## config.mk

```make
export PLATFORM = sky130hd
export DESIGN_NAME = cmp_wb_buffer
export DESIGN_NICKNAME = d
export VERILOG_FILES = /design/src/rtl/cmp_wb_buffer.sv
export SDC_FILE = /design/constraint.sdc
export NUM_CORES = 1
export LEC_CHECK = 0
export CAP_MARGIN = 20
export CORE_MARGIN = 4
export CORE_UTILIZATION = 30
export CTS_CLUSTER_SIZE = 8
export DETAILED_ROUTE_END_ITERATION = 8
export PLACE_DENSITY_LB_ADDON = 0.05
export REMOVE_ABC_BUFFERS = 1
export SYNTH_ARGS = -nofsm -noshare
export SYNTH_HDL_FRONTEND = slang
export SYNTH_SLANG_ARGS = --single-unit
```

## constraint.sdc

```tcl
create_clock -name clk -period 5.7 [get_ports clk]
set_input_delay 1.14 -clock clk [delete_from_list [all_inputs] [get_ports clk]]
set_output_delay 1.14 -clock clk [all_outputs]
set_load 0.1 [all_outputs]
```

## src/rtl/cmp_wb_buffer.sv

```systemverilog
// -----------------------------------------------------------------------------
// cmp_wb_buffer
//
// Small circular FIFO that sits between a compare unit and the ROB writeback
// port. Compare results ({rob_index, result}) are queued here so that the
// compare unit can keep issuing while the ROB is busy. When the queue is full,
// the unit is stalled. Entries drain to the ROB in the order they arrived.
//
// Parameters
//   ROB_INDEX_WIDTH  width of the ROB index fields
//   DEPTH            number of entries (power of two, >= 2)
//
// Ports
//   clk              clock; all state changes on its rising edge
//   rstn             asynchronous active-low reset
//   flush            synchronous flush; empties the buffer
//   cmp_done_i       compare result valid
//   cmp_rob_index_i  ROB index of the compare result
//   cmp_result_i     compare outcome bit
//   cmp_stall_o      stall to the compare unit (buffer full)
//   wb_valid_o       writeback request to the ROB (buffer not empty)
//   wb_rob_index_o   ROB index of the head entry
//   wb_result_o      compare outcome of the head entry
//   wb_ready_i       ROB accepts the writeback this cycle
//   count_o          current occupancy
// -----------------------------------------------------------------------------
module cmp_wb_buffer #(
    parameter int ROB_INDEX_WIDTH = 6,
    parameter int DEPTH           = 4
) (
    input  logic                          clk,
    input  logic                          rstn,
    input  logic                          flush,
    input  logic                          cmp_done_i,
    input  logic [ROB_INDEX_WIDTH-1:0]    cmp_rob_index_i,
    input  logic                          cmp_result_i,
    output logic                          cmp_stall_o,
    output logic                          wb_valid_o,
    output logic [ROB_INDEX_WIDTH-1:0]    wb_rob_index_o,
    output logic                          wb_result_o,
    input  logic                          wb_ready_i,
    output logic [$clog2(DEPTH):0]        count_o
);

    localparam int PTR_W   = $clog2(DEPTH);
    localparam int CNT_W   = PTR_W + 1;
    localparam int ENTRY_W = ROB_INDEX_WIDTH + 1;

    localparam logic [CNT_W-1:0] FULL_COUNT = CNT_W'(DEPTH);
    localparam logic [PTR_W-1:0] PTR_ONE    = PTR_W'(1);
    localparam logic [CNT_W-1:0] CNT_ONE    = CNT_W'(1);

    // Pointer and occupancy state
    logic [PTR_W-1:0]   rd_ptr_reg;
    logic [PTR_W-1:0]   rd_ptr_next;
    logic [PTR_W-1:0]   wr_ptr_reg;
    logic [PTR_W-1:0]   wr_ptr_next;
    logic [CNT_W-1:0]   count_reg;
    logic [CNT_W-1:0]   count_next;

    // Payload storage; never reset, only meaningful for occupied slots
    logic [ENTRY_W-1:0] entry_reg [DEPTH];
    logic [ENTRY_W-1:0] head_entry;

    logic               full;
    logic               empty;
    logic               push;
    logic               pop;

    assign full  = (count_reg == FULL_COUNT);
    assign empty = (count_reg == '0);

    // The stall is taken from the registered count only, so a pop in the same
    // cycle cannot free a slot for a push: a full buffer rejects the push even
    // while it drains. An upstream result held under stall is therefore taken
    // exactly once, in the first cycle after the count drops below DEPTH.
    assign push = cmp_done_i && !full && !flush;
    assign pop  = !empty && wb_ready_i && !flush;

    // -------------------------------------------------------------------------
    // Next-state logic
    // -------------------------------------------------------------------------
    always_comb begin
        rd_ptr_next = rd_ptr_reg;
        wr_ptr_next = wr_ptr_reg;
        count_next  = count_reg;

        if (flush) begin
            rd_ptr_next = '0;
            wr_ptr_next = '0;
            count_next  = '0;
        end else begin
            // DEPTH is a power of two, so plain pointer overflow is the wrap
            if (push) begin
                wr_ptr_next = wr_ptr_reg + PTR_ONE;
            end
            if (pop) begin
                rd_ptr_next = rd_ptr_reg + PTR_ONE;
            end
            case ({push, pop})
                2'b10:   count_next = count_reg + CNT_ONE;
                2'b01:   count_next = count_reg - CNT_ONE;
                default: count_next = count_reg;
            endcase
        end
    end

    // -------------------------------------------------------------------------
    // Control state registers
    // -------------------------------------------------------------------------
    always_ff @(posedge clk or negedge rstn) begin
        if (!rstn) begin
            rd_ptr_reg <= '0;
            wr_ptr_reg <= '0;
            count_reg  <= '0;
        end else begin
            rd_ptr_reg <= rd_ptr_next;
            wr_ptr_reg <= wr_ptr_next;
            count_reg  <= count_next;
        end
    end

    // -------------------------------------------------------------------------
    // Payload write
    // -------------------------------------------------------------------------
    always_ff @(posedge clk) begin
        if (push) begin
            entry_reg[wr_ptr_reg] <= {cmp_rob_index_i, cmp_result_i};
        end
    end

    // The head is read straight from the array, so a result pushed at one edge
    // becomes visible right after that edge and never in the same cycle.
    assign head_entry = entry_reg[rd_ptr_reg];

    // -------------------------------------------------------------------------
    // Outputs
    // -------------------------------------------------------------------------
    assign cmp_stall_o = full;
    assign wb_valid_o  = !empty;
    assign count_o     = count_reg;

    // Payload is masked while invalid so that stale or uninitialised slots
    // never leak onto the writeback bus, including during reset.
    assign wb_rob_index_o = wb_valid_o ? head_entry[ENTRY_W-1:1] : '0;
    assign wb_result_o    = wb_valid_o ? head_entry[0]           : 1'b0;

endmodule

```

==> results.toml, run 1 <==
[floorplan]
io_pins = 24
initial_utilization_pct = 31.4
core_area_mm2 = 0.00520
dieArea_mm2 = 0.00670
std_cell_rows = 26
die_w_um = 81.9
chipHeight_um = 81.9

[power_and_ir_drop]
p_leak_nw = 0.697
intPower_uw = 479
peakVddDrop_mv = 0.197
seqPwrFrac_pct = 42.4
power_frac_clock_pct = 30.4
p_sw_share_pct = 33.4
p_comb_share_pct = 27.2
p_per_area_mw_per_mm2 = 356
switching_power_uw = 240

[drt]
drt_iter0_drc = 26
ant_nets = 0
viasPerCell = 4.66
drt-total-wl_um = 3270
drc = 0
wl_per_cell_um = 16.0
vias = 951
first_pass_iters = 4

[logic_synthesis]
synth_seq_cells = 35
seq_area_frac_synth_pct = 62.1
synth_area_mm2 = 0.00164
synthCells = 110
synthArstFlopShare_pct = 20.0
syn_avg_cell_area_um2 = 14.9
yosys-top-cells-area = "edfxtp_1, dfrtp_1, mux4_2"
yosys-top-cells-count = "edfxtp_1, and2_1, nor2_1"
yosys_warnings = 0
yosys_most_used_dff = "edfxtp_1"
yosys.area.top_type_share_pct = 51.4
synth_most_common_cell = "edfxtp_1"
post_synth_num_cell_types = 33
synth.largest_area_cell = "edfxtp_1"
synth_edf_count = 28

[worst_setup_path]
rrSetupSlack_ns = 3.41
max_stage_delay_ns = 0.96
path_cells = "mux4_2 > and2_1 > clkdlybuf4s50_1"
r2r_end = "count_o[1]"
rr_startpoint = "count_o[0]"
reg2regPathDepth = 6
crit_buf_inv = 1
path_class = "reg -> out"
worstPathArrival_ns = 2.71
cp_top_family = "buffers and inverters"
start_kind = "register"
critical_path.slowest_cell = "clkdlybuf4s50_1"
crit_fanout = 9
crit_required_ns = 4.56
end_kind = "output port"

[grt]
grt_antenna_before_repair = 0
grt_pass1_vias = 965
grt_pass1_wl_um = 5060
grt_max_degree = 14
track_usage_pct = 10.7
grt_overflow = 0

[layout]
syn_to_final_growth_pct = 23.3
nets = 150
largest_reg_flops = 28
drive_gt1_share_pct = 14.2
final_area_mm2 = 0.00202
antenna_cells = 0

[sta]
finClkSkew_ns = 0.0109
setup_violations = 0
fmax_mhz = 260
slew_headroom_pct = 34.6
worst_slew_pin_slew_ns = 0.979
fin_crit_ns = 3.85
tns_ns = 0
finalMaxSlewViolations = 0
finalHoldViolations = 0
hold_slack_ns = 0.611
finalCritPeriodShare_pct = 67.5
rsz0062_at_grt = "no"

[clock_tree]
numClockSinks = 35
cts_buffers = 5
ctsHoldBuffers = 0
cts_tree = "built"
cts_resized = 0
cts.clk_slew.worst_paths_ns = 0.07
post-cts-setup-buffer-count = 0
clkLatencyLatePin_ns = 0.28
ctsRootBufferMaster = "clkbuf_8"
htree_num_levels = 2
cts_buffer_depth = 2

[job]
cap_violations = 0

[worst_hold_path]
min_delay_path_depth = 2
hp-class = "reg -> reg"
min_to = "wr_ptr_reg[1]"
hp-start = "wr_ptr_reg[1]"

[placement]
place_congestion = 0.677
placed_cell_area_mm2 = 0.00191
io_buffer_count = 23
dpl.hpwl_um = 2150

[run_status]
status = "finished clean"
[power groups by stage]
stage	clock [mW]	sequential [mW]	combinational [mW]
6_report	0.219	0.304	0.196
5_1_grt	0.239	0.307	0.206
4_1_cts	0.227	0.305	0.198
3_5_place_dp	0	0.311	0.198
3_3_place_gp	0	0.310	0.195
2_1_floorplan	0	0.321	0.131
[final cells by class]
class	instances	area [um2]
clock buffers	6	72.6
clock inverters	2	37.5
fillers	515	3190
inverters	4	15.0
multi-input cells	64	559
flip-flops and latches	35	1020
well taps	70	87.6
repair buffers	23	230
[tightest hold or removal path, cell delays in order, from the launching register on]
cell and delay (ns):
dfrtp_1 0.40, mux2i_1 0.10, nor2_1 0.08
[placed cells by master (no fill, tap or decap), types with 2 or more instances in the layout]
master / instances
xnor2_1: 2
ha_1: 4
or3_1: 2
clkbuf_8: 5
xor2_1: 3
nand2b_1: 2
o21ai_0: 2
nand2_1: 2
edfxtp_1: 28
and2_1: 11
inv_1: 3
nand3_1: 2
a21oi_1: 4
dfrtp_1: 7
mux4_2: 7
nor2_1: 8
clkdlybuf4s50_1: 23
nor3_1: 2
[metal layers]
metal / up-vias / wire, um / share of wire (%) / track usage [%]
met5: - / 0 / 0 / 0
met4: 0 / 37 / 1.1 / 2.99
met3: 4 / 134 / 4.1 / 3.62
met2: 22 / 1630 / 50 / 17.3
met1: 478 / 1470 / 45 / 13.6
li1: 447 / - / - / -
[cell families after synthesis]
family          share of synthesized area, %
flops                                   62.1
mux                                     10.2
fa+ha+maj                               4.28
simple gates                            13.2
buf+inv                                 3.75
compound gates                          3.75
xor+xnor                                2.68
[per-stage QoR]
stage | std cells | total power, mW | worst slack (ns) | utilization (%)
2_1_floorplan | 103 | 0.453 | 1.65 | -
3_3_place_gp | 196 | 0.505 | 2.13 | 36.7
3_5_place_dp | 196 | 0.509 | 2.13 | 36.7
4_1_cts | 204 | 0.731 | 1.82 | 38.8
5_1_grt | 204 | 0.753 | 1.73 | 38.8
6_report | 204 | 0.719 | 1.85 | 38.8
[how the worst max path moves through the flow]
stage | end | cells after the start | start | slack [ns]
CTS | wb_rob_index_o[5] | 3 | rd_ptr_reg[0] | 1.82
finish | wb_rob_index_o[5] | 3 | rd_ptr_reg[0] | 1.85
global placement | wb_rob_index_o[2] | 3 | rd_ptr_reg[0] | 2.13
detailed placement | wb_rob_index_o[5] | 3 | rd_ptr_reg[0] | 2.13
floorplan | wb_result_o | 2 | count_o[0] | 1.65
global route | wb_rob_index_o[1] | 3 | rd_ptr_reg[0] | 1.73
No activity file was read; power rests on OpenSTA's default activity.
==> run 2: changes to the inputs <==
Clock period 5.7 ns to 3.7 ns, I/O delays scaled along.
==> results.toml, run 2 (synthesis gave the netlist of run 1 again) <==
[worst_setup_path]
path_cells = "clkdlybuf4s50_1"
critical_path.slowest_cell = "clkdlybuf4s50_1"
crit_required_ns = 2.96
max_stage_delay_ns = 1.19
path_class = "reg -> out"
crit_buf_inv = 1
end_kind = "output port"
worstPathArrival_ns = 1.97
crit_fanout = 10
start_kind = "register"
cp_top_family = "buffers and inverters"

[floorplan]
io_pins = 24
die_w_um = 81.9
initial_utilization_pct = 31.4
core_area_mm2 = 0.00520
std_cell_rows = 26
chipHeight_um = 81.9
dieArea_mm2 = 0.00670

[layout]
antenna_cells = 0
final_common_cell = "edfxtp_1"
syn_to_final_growth_pct = 20.0
final-instance-count-excl-fill = 204
largest_reg_flops = 28
drive_gt1_share_pct = 21.6
nets = 150
final_cell_mix = "edfxtp_1, clkdlybuf4s50_1, and2_1, buf_4, nor2_1"

[drt]
vias = 928
drc = 0
ant_nets = 0
viasPerCell = 4.55
first_pass_iters = 3
drt-total-wl_um = 3230
drt_iter0_drc = 28
wl_per_cell_um = 15.8

[sta]
fmax_mhz = 369
slew_headroom_pct = 35.4
finalHoldViolations = 0
setup_violations = 0
finClkSkew_ns = 0.00465
fin_crit_ns = 2.71
finalMaxSlewViolations = 0
rsz0062_at_grt = "no"
finalCritPeriodShare_pct = 73.2
layout_setup_ws_ns = 0.990
worst_slew_pin_slew_ns = 0.966
tns_ns = 0

[placement]
place_congestion = 0.700
dpl.hpwl_um = 2140
placed_cells = 196
io_buffer_count = 23
place_ws_ns = 0.879

[clock_tree]
cts_buffers = 5
numClockSinks = 35
post-cts-setup-buffer-count = 0
htree_num_levels = 2
cts_resized = 0
cts.clk_slew.worst_paths_ns = 0.07
ctsRootBufferMaster = "clkbuf_8"
ctsHoldBuffers = 0
cts_tree = "built"
clkLatencyLatePin_ns = 0.28
cts_buffer_depth = 2

[grt]
grt_overflow = 0
grt_pass1_wl_um = 5120
grt_pass1_vias = 960
track_usage_pct = 10.8
grt_max_degree = 14
grt_antenna_before_repair = 0

[worst_hold_path]
hp-class = "reg -> reg"

[power_and_ir_drop]
p_per_area_mw_per_mm2 = 522
peakVddDrop_mv = 0.164
p_leak_nw = 0.703

[run_status]
status = "finished clean"

[job]
cap_violations = 0
run 2: final timing paths:
check / start / end / slack [ns] / depth (start not counted)
setup / recovery: count_o[2] / count_o[2] / 0.99 / 1
hold / removal: wr_ptr_reg[1] / wr_ptr_reg[1] / 0.63 / 2
setup reg to reg: count_o[0] / count_o[1] / 1.37 / 6
hold reg to reg: wr_ptr_reg[1] / wr_ptr_reg[1] / 0.63 / 2
max in group asynchronous: rstn / rd_ptr_reg[0] / 2.67 / 1
min in group asynchronous: rstn / count_o[2] / 0.75 / 1
run 2: final cells by class:
class | count | area [um2]
clock buffer | 5 | 68.8
inverter | 4 | 15.0
sequential | 35 | 1020
fill | 508 | 3240
clock inverter | 3 | 15.0
multi-input combinational | 64 | 559
timing repair buffer | 23 | 203
tap | 70 | 87.6
run 2: power breakdown:
group,total [mW],internal (mW),leakage (nW),switching [mW]
Combinational,0.295,0.0850,0.315,0.210
Sequential,0.470,0.444,0.348,0.0250
Clock,0.261,0.128,0.0392,0.134
run 2: through the flow:
stage	utilization (%)	cell area, um2	total power [mW]	hold slack, ns
after CTS	37.7	1960	1.04	0.627
after global placement	36.1	1880	0.774	0.612
after detailed placement	36.1	1880	0.777	0.611
after global routing	37.7	1960	1.08	0.695
final	37.7	1960	1.03	0.629
after floorplan	-	1590	0.698	0.444
run 2: layer usage:
layer	vias up	track usage [%]	wire length, um
met2	17	15.8	1520
met4	0	3.49	39
li1	444	-	-
met3	4	3.62	122
met5	-	0	0
met1	463	15.0	1550
